--- src/rtl/uart_tx_scheduler_if.sv ---
// Bundles the CPU write port, the baud timer handshake and the serial line for uart_tx_scheduler.
interface uart_tx_scheduler_if #(
    parameter int FIFO_DEPTH = 4
);
    localparam int CNT_W = $clog2(FIFO_DEPTH) + 1;

    logic             wr_en;
    logic [7:0]       wr_data;
    logic             clr_ovf;
    logic             baud_tick;
    logic             baud_run;
    logic             tx;
    logic             tx_busy;
    logic             tx_done;
    logic [CNT_W-1:0] fifo_count;
    logic             fifo_full;
    logic             ovf;

    modport master (
        output wr_en, wr_data, clr_ovf, baud_tick,
        input  baud_run, tx, tx_busy, tx_done, fifo_count, fifo_full, ovf
    );

    modport slave (
        input  wr_en, wr_data, clr_ovf, baud_tick,
        output baud_run, tx, tx_busy, tx_done, fifo_count, fifo_full, ovf
    );
endinterface

--- src/rtl/uart_tx_scheduler.sv ---
// UART transmit sequencer: queues CPU bytes in a small FIFO and shifts them out as
// back-to-back frames, holding the baud timer enabled for the whole burst.
module uart_tx_scheduler #(
    parameter int FIFO_DEPTH = 4,
    parameter int DATA_BITS  = 8,
    parameter int STOP_BITS  = 1
) (
    input  logic                 sysclk,
    input  logic                 reset_n,
    uart_tx_scheduler_if.slave   bus
);
    localparam int PTR_W = $clog2(FIFO_DEPTH);
    localparam int CNT_W = PTR_W + 1;
    localparam int BIT_W = $clog2(DATA_BITS);
    localparam logic [BIT_W-1:0] BIT_LAST  = BIT_W'(DATA_BITS - 1);
    localparam logic             STOP_LAST = (STOP_BITS == 2);

    typedef enum logic [1:0] {IDLE, START, DATA, STOP} state_t;

    state_t               state_q, state_d;
    logic [DATA_BITS-1:0] mem_q [FIFO_DEPTH];
    logic [PTR_W-1:0]     wr_ptr_q, wr_ptr_d, rd_ptr_q, rd_ptr_d;
    logic [CNT_W-1:0]     count_q, count_d;
    logic                 ovf_q, ovf_d;
    logic [DATA_BITS-1:0] shift_q, shift_d;
    logic [BIT_W-1:0]     bit_cnt_q, bit_cnt_d;
    logic                 stop_cnt_q, stop_cnt_d;
    logic                 tx_q, tx_d;
    logic                 baud_run_q, baud_run_d;
    logic                 tx_busy_q, tx_busy_d;
    logic                 tx_done_q, tx_done_d;

    logic fifo_full, fifo_empty, pop, push, tick, frame_end;

    assign fifo_full  = (count_q == CNT_W'(FIFO_DEPTH));
    assign fifo_empty = (count_q == '0);
    // Ticks only count once the timer has been enabled for at least one cycle.
    assign tick       = bus.baud_tick && baud_run_q;
    assign frame_end  = tick && (stop_cnt_q == STOP_LAST);

    // ---------------- FSM: state register ----------------
    always_ff @(posedge sysclk) begin
        if (!reset_n) begin
            state_q <= IDLE;
        end else begin
            state_q <= state_d;
        end
    end

    // ---------------- FSM: next state ----------------
    always_comb begin
        state_d = state_q;
        pop     = 1'b0;
        case (state_q)
            IDLE: begin
                if (!fifo_empty) begin
                    pop     = 1'b1;
                    state_d = START;
                end
            end
            START: if (tick) state_d = DATA;
            DATA:  if (tick && bit_cnt_q == BIT_LAST) state_d = STOP;
            STOP: begin
                if (frame_end) begin
                    if (!fifo_empty) begin
                        pop     = 1'b1;
                        state_d = START;
                    end else begin
                        state_d = IDLE;
                    end
                end
            end
            default: state_d = IDLE;
        endcase
    end

    // ---------------- FSM: outputs and shifter ----------------
    always_comb begin
        tx_d       = tx_q;
        baud_run_d = baud_run_q;
        tx_busy_d  = tx_busy_q;
        tx_done_d  = 1'b0;
        shift_d    = shift_q;
        bit_cnt_d  = bit_cnt_q;
        stop_cnt_d = stop_cnt_q;
        case (state_q)
            IDLE: begin
                tx_d       = 1'b1;
                baud_run_d = 1'b0;
                tx_busy_d  = 1'b0;
                if (pop) begin
                    shift_d    = mem_q[rd_ptr_q];
                    tx_d       = 1'b0;
                    baud_run_d = 1'b1;
                    tx_busy_d  = 1'b1;
                end
            end
            START: begin
                if (tick) begin
                    tx_d      = shift_q[0];
                    bit_cnt_d = '0;
                end
            end
            DATA: begin
                if (tick) begin
                    if (bit_cnt_q == BIT_LAST) begin
                        tx_d       = 1'b1;
                        stop_cnt_d = 1'b0;
                    end else begin
                        shift_d   = shift_q >> 1;
                        bit_cnt_d = bit_cnt_q + BIT_W'(1);
                        tx_d      = shift_q[1];
                    end
                end
            end
            STOP: begin
                if (frame_end) begin
                    tx_done_d = 1'b1;
                    if (pop) begin
                        shift_d = mem_q[rd_ptr_q];
                        tx_d    = 1'b0;
                    end else begin
                        baud_run_d = 1'b0;
                        tx_busy_d  = 1'b0;
                    end
                end else if (tick) begin
                    stop_cnt_d = stop_cnt_q + 1'b1;
                end
            end
            default: tx_d = 1'b1;
        endcase
    end

    // ---------------- FIFO bookkeeping ----------------
    // A full FIFO still accepts a write when a pop frees a slot in the same cycle.
    assign push = bus.wr_en && (!fifo_full || pop);

    always_comb begin
        wr_ptr_d = push ? wr_ptr_q + PTR_W'(1) : wr_ptr_q;
        rd_ptr_d = pop  ? rd_ptr_q + PTR_W'(1) : rd_ptr_q;
        case ({push, pop})
            2'b10:   count_d = count_q + CNT_W'(1);
            2'b01:   count_d = count_q - CNT_W'(1);
            default: count_d = count_q;
        endcase
        if (bus.wr_en && fifo_full && !pop) begin
            ovf_d = 1'b1;
        end else if (bus.clr_ovf) begin
            ovf_d = 1'b0;
        end else begin
            ovf_d = ovf_q;
        end
    end

    always_ff @(posedge sysclk) begin
        if (push) begin
            mem_q[wr_ptr_q] <= bus.wr_data[DATA_BITS-1:0];
        end
    end

    always_ff @(posedge sysclk) begin
        if (!reset_n) begin
            wr_ptr_q   <= '0;
            rd_ptr_q   <= '0;
            count_q    <= '0;
            ovf_q      <= 1'b0;
            shift_q    <= '0;
            bit_cnt_q  <= '0;
            stop_cnt_q <= 1'b0;
            tx_q       <= 1'b1;
            baud_run_q <= 1'b0;
            tx_busy_q  <= 1'b0;
            tx_done_q  <= 1'b0;
        end else begin
            wr_ptr_q   <= wr_ptr_d;
            rd_ptr_q   <= rd_ptr_d;
            count_q    <= count_d;
            ovf_q      <= ovf_d;
            shift_q    <= shift_d;
            bit_cnt_q  <= bit_cnt_d;
            stop_cnt_q <= stop_cnt_d;
            tx_q       <= tx_d;
            baud_run_q <= baud_run_d;
            tx_busy_q  <= tx_busy_d;
            tx_done_q  <= tx_done_d;
        end
    end

    assign bus.tx         = tx_q;
    assign bus.baud_run   = baud_run_q;
    assign bus.tx_busy    = tx_busy_q;
    assign bus.tx_done    = tx_done_q;
    assign bus.fifo_count = count_q;
    assign bus.fifo_full  = fifo_full;
    assign bus.ovf        = ovf_q;
endmodule
--- src/flat_wrapper.sv ---
// flat-port wrapper written by rule: the top's interface ports become plain ports
module uart_tx_scheduler_flat 
#(
    parameter int FIFO_DEPTH = 4,
    parameter int DATA_BITS  = 8,
    parameter int STOP_BITS  = 1
)
  (sysclk, reset_n, bus_wr_en, bus_wr_data, bus_clr_ovf, bus_baud_tick, bus_baud_run, bus_tx, bus_tx_busy, bus_tx_done, bus_fifo_count, bus_fifo_full, bus_ovf);
  uart_tx_scheduler_if #(.FIFO_DEPTH(FIFO_DEPTH)) bus_i ();
  input  logic sysclk;
  input  logic reset_n;
  input wire logic [$bits(bus_i.wr_en)-1:0] bus_wr_en;
  input wire logic [$bits(bus_i.wr_data)-1:0] bus_wr_data;
  input wire logic [$bits(bus_i.clr_ovf)-1:0] bus_clr_ovf;
  input wire logic [$bits(bus_i.baud_tick)-1:0] bus_baud_tick;
  output wire logic [$bits(bus_i.baud_run)-1:0] bus_baud_run;
  output wire logic [$bits(bus_i.tx)-1:0] bus_tx;
  output wire logic [$bits(bus_i.tx_busy)-1:0] bus_tx_busy;
  output wire logic [$bits(bus_i.tx_done)-1:0] bus_tx_done;
  output wire logic [$bits(bus_i.fifo_count)-1:0] bus_fifo_count;
  output wire logic [$bits(bus_i.fifo_full)-1:0] bus_fifo_full;
  output wire logic [$bits(bus_i.ovf)-1:0] bus_ovf;
  assign bus_i.wr_en = bus_wr_en;
  assign bus_i.wr_data = bus_wr_data;
  assign bus_i.clr_ovf = bus_clr_ovf;
  assign bus_i.baud_tick = bus_baud_tick;
  assign bus_baud_run = bus_i.baud_run;
  assign bus_tx = bus_i.tx;
  assign bus_tx_busy = bus_i.tx_busy;
  assign bus_tx_done = bus_i.tx_done;
  assign bus_fifo_count = bus_i.fifo_count;
  assign bus_fifo_full = bus_i.fifo_full;
  assign bus_ovf = bus_i.ovf;
  uart_tx_scheduler #(.FIFO_DEPTH(FIFO_DEPTH), .DATA_BITS(DATA_BITS), .STOP_BITS(STOP_BITS)) u_core (.sysclk(sysclk), .reset_n(reset_n), .bus(bus_i));
endmodule
--- config.mk ---
export PLATFORM = sky130hd
export DESIGN_NAME = uart_tx_scheduler_flat
export DESIGN_NICKNAME = d
export VERILOG_FILES = /design/src/rtl/uart_tx_scheduler_if.sv /design/src/rtl/uart_tx_scheduler.sv /design/src/flat_wrapper.sv
export SDC_FILE = /design/constraint.sdc
export NUM_CORES = 1
export LEC_CHECK = 0
export BUFFER_PORTS_ARGS = -buffer_cell sky130_fd_sc_hd__buf_2
export CORE_MARGIN = 3
export CORE_UTILIZATION = 55
export CTS_CLUSTER_DIAMETER = 60
export DETAILED_ROUTE_END_ITERATION = 12
export PLACE_DENSITY = 0.82
export SETUP_SLACK_MARGIN = 0.2
export SYNTH_ARGS = -nofsm -noshare
export SYNTH_HDL_FRONTEND = slang
export SYNTH_SLANG_ARGS = --single-unit
--- constraint.sdc ---
create_clock -name sysclk -period 5.41 [get_ports sysclk]
set_input_delay 1.082 -clock sysclk [delete_from_list [all_inputs] [get_ports sysclk]]
set_output_delay 1.082 -clock sysclk [all_outputs]
set_load 0.01 [all_outputs]
==> impl_metrics.csv <==
group,metric,value,unit
floorplan,core_area,0.00485,sq mm
yosys,synth_fa_ha_area_frac,0.0554,
floorplan,start_util,0.587,
worst_setup_path,path_class,"input pin to flop",
yosys,synth.top_cells.by_area,"edfxtp_1, dfxtp_1, mux4_2",
clocking,post_cts_buffers,0,
clocking,path_clk_slew,70,ps
yosys,synth_top_area_cell,"edfxtp_1",
finish,drive_gt1_frac,0.253,
yosys,syn_area,0.00285,sq mm
yosys,synthCells,233,
global_route,grt_usage,0.178,
sta,setup_violations,0,
worst_setup_path,cp_slowest_cell,"a211oi_2",
route,wl,4890,um
global_route,grt_overflow,0,
route,vias,1798,
sta,fin_crit_sh,0.550,
global_route,antenna_found_initial,0,
pwr,peakVddDrop,285,uV
yosys,ys.warnings.count,0,
sta,hold_violations,0,
pwr,powerDensity,502,mW/mm^2
sta,worstMarginPinSlew,724,ps
finish,final-instance-count-excl-fill,324,
pwr,p_leak,1.18,nW
finish,finish.net_count,277,
clocking,holdBufCountCts,0,
route,first_iter_violations,66,
finish,multi_input_area,0.00123,sq mm
worst_setup_path,crit_chain,"buf_2 -> nand4b_4 -> a211oi_2 -> nand2b_1 -> fa_1 -> mux2_2 -> o311ai_0",
route,route.detailed.drc,0,
worst_setup_path,startpoint_type,"input pin",
hold_path,holdCritStartpoint,"u_core.shift_q[0]$_SDFFE_PN0P_",
finish,n_antenna_cell,0,
route,ant_nets,0,
yosys,synth_top_area_frac,0.338,
place,port_buffers,21,
yosys,synth_seq_area_share,0.528,
finish,final_cell_mix,"edfxtp_1, dfxtp_1, nand2_1, buf_2, inv_1",
worst_setup_path,cp_num_buf_inv,1,
global_route,grt_pass1_wl,8090,um
worst_setup_path,arrival,3200,ps
worst_setup_path,startpoint,"bus_baud_tick",
yosys,synth_edf_count,32,
sta,rsz0062_at_grt,"no",
route,wl_per_cell,15.1,um
worst_setup_path,cpPeakStageDelay,630,ps
global_route,grt_pass1_vias,1754,
worst_setup_path,worstPathMaxFanout,11,
sta,slew_headroom,0.517,
floorplan,die_x,77.9,um
clocking,clk_latency,340,ps
clocking,cts_buffers,9,
finish,area_growth,11.3,%
finish,n_fill_cell,365,
route,via_per_inst,5.55,
clocking,cts_sinks,59,
floorplan,dieArea,0.00607,sq mm
yosys,yosys.area_share.simple,0.124,
floorplan,pin_count,22,
yosys,async_flop_share,0,
yosys,syn_avg_cell_area,12.2,sq um
yosys,synth_seq_cells,59,
sta,fin_skew,7.24,ps
job,cap_violations,0,
sta,tns,0,ps
worst_setup_path,cp_top_family,"compound AO/OA/AOI/OAI gates",
floorplan,rows,25,
status,outcome,"finished, final reports clean",
clocking,cts-root-buf,"clkbuf_8",
finish,seq_area,0.00150,sq mm
yosys,synth-compound-area-share,0.115,
yosys,synth-xor-area-share,0.00616,
clocking,tritoncts,"yes",
finish,final_common_cell,"edfxtp_1",
clocking,clock_path_buffers,2,
worst_setup_path,required,5640,ps
sta,post-route-min-period,2980,ps
clocking,postCtsResizedCells,0,
yosys,synth.distinct_cells,51,
sta,slew_violations,0,
sta,fmax,0.336,GHz
place,placedCellCount,308,
route,dr.pass1.iters,4,
worst_setup_path,cp-end-kind,"flop",
yosys,synth_top_family_by_area,"multiplexers",
worst_setup_path,r2r_start,"u_core.state_q[1]$_SDFFE_PN0P_",
yosys,ys.flop_type,"edfxtp_1",
place,dp_hpwl,3380,um
hold_path,hold_path.class,"flop to flop",
floorplan,die_h,77.9,um
clocking,htreeDepth,3,
place,place.gp.congestion,0.855,
yosys,synth_mux_area_frac,0.134,
yosys,syn_nets,258,
global_route,grt_max_degree,25,
Yosys cell counts (2+ instances only):
cell and n:
nand3b_1 2, mux2_2 8, nand2_1 26, and2_1 2, and2_2 4, buf_2 6, o211ai_1 3, xnor2_1 2
nand3_1 5, nand4_1 2, edfxtp_1 32, mux2i_1 11, a21oi_1 10, a31oi_1 5, inv_1 13, nor4_1 2
o21ai_0 5, clkbuf_1 6, nor2_1 9, dfxtp_1 27, ha_1 11, nor2b_1 2, mux4_2 8, a22oi_1 3
nand2b_1 3
through the flow:
step           total power, mW  instance area, sq um  worst slack [ps]  hold slack (ps)  utilization
3_3_place_gp              1.19                  2970              2200              443        0.613
3_5_place_dp              1.21                  2970              2130              459        0.613
6_report                  1.59                  3170              2430              461        0.653
4_1_cts                   1.60                  3170              2440              468        0.653
2_1_floorplan             1.10                  2850              2620              435            -
5_1_grt                   1.69                  3170              2230              494        0.653
report_power, final:
part / switching [mW] / leakage (nW) / internal [mW]
Sequential: 0.0680 / 0.514 / 0.556
Combinational: 0.321 / 0.583 / 0.260
Clock: 0.173 / 0.0866 / 0.212
cell type report:
| class | instances | share of cell area |
|---|---|---|
| Timing Repair Buffer | 21 | 0.0332 |
| Inverter | 13 | 0.0154 |
| Sequential cell | 59 | 0.474 |
| Tap cell | 67 | 0.0265 |
| Multi-Input combinational cell | 148 | 0.390 |
| Clock buffer | 10 | 0.0403 |
| Clock inverter | 6 | 0.0205 |
path summary, 6_finish.rpt:
check	to	slack [ps]	cells after the start
worst max-delay path	u_core.bus.fifo_count[1]$_SDFFE_PN0P_	2430	7
worst min-delay path	u_core.shift_q[0]$_SDFFE_PN0P_	460	2
worst max register to register	u_core.bus.fifo_count[1]$_SDFFE_PN0P_	2540	7
worst min register to register	u_core.shift_q[0]$_SDFFE_PN0P_	460	2
registers in the layout (all words and copies together), names as in the netlist, named ones only:
name	count
u_core.bus.ovf	1
u_core.bus.tx_done	1
u_core.bus.tx	1
u_core.state_q	2
u_core.shift_q	8
u_core.bit_cnt_q	3
u_core.wr_ptr_q	2
u_core.mem_q	32
u_core.rd_ptr_q	2
u_core.bus.baud_run	1
u_core.stop_cnt_q	1
u_core.bus.fifo_count	3
kinds of logic after synthesis:
| family | Yosys count |
|---|---|
| compound gates | 42 |
| buf+inv | 26 |
| mux | 27 |
| flops | 59 |
| simple gates | 65 |
| fa+ha+maj | 12 |
| xor+xnor | 2 |
tightest hold or removal path: cells and delay by family (launching register included):
family / cells / cell delay (ps)
DFF: 1 / 310
and+or+nand+nor: 1 / 50
muxes: 1 / 50
metal layers:
metal | vias to the layer above | track usage | share of wire
li1 | 900 | - | -
met1 | 859 | 0.208 | 0.45
met2 | 31 | 0.289 | 0.49
met3 | 8 | 0.0673 | 0.048
met4 | 0 | 0.0857 | 0.013
met5 | - | 0 | 0
Power figures use the tool's default switching activity.
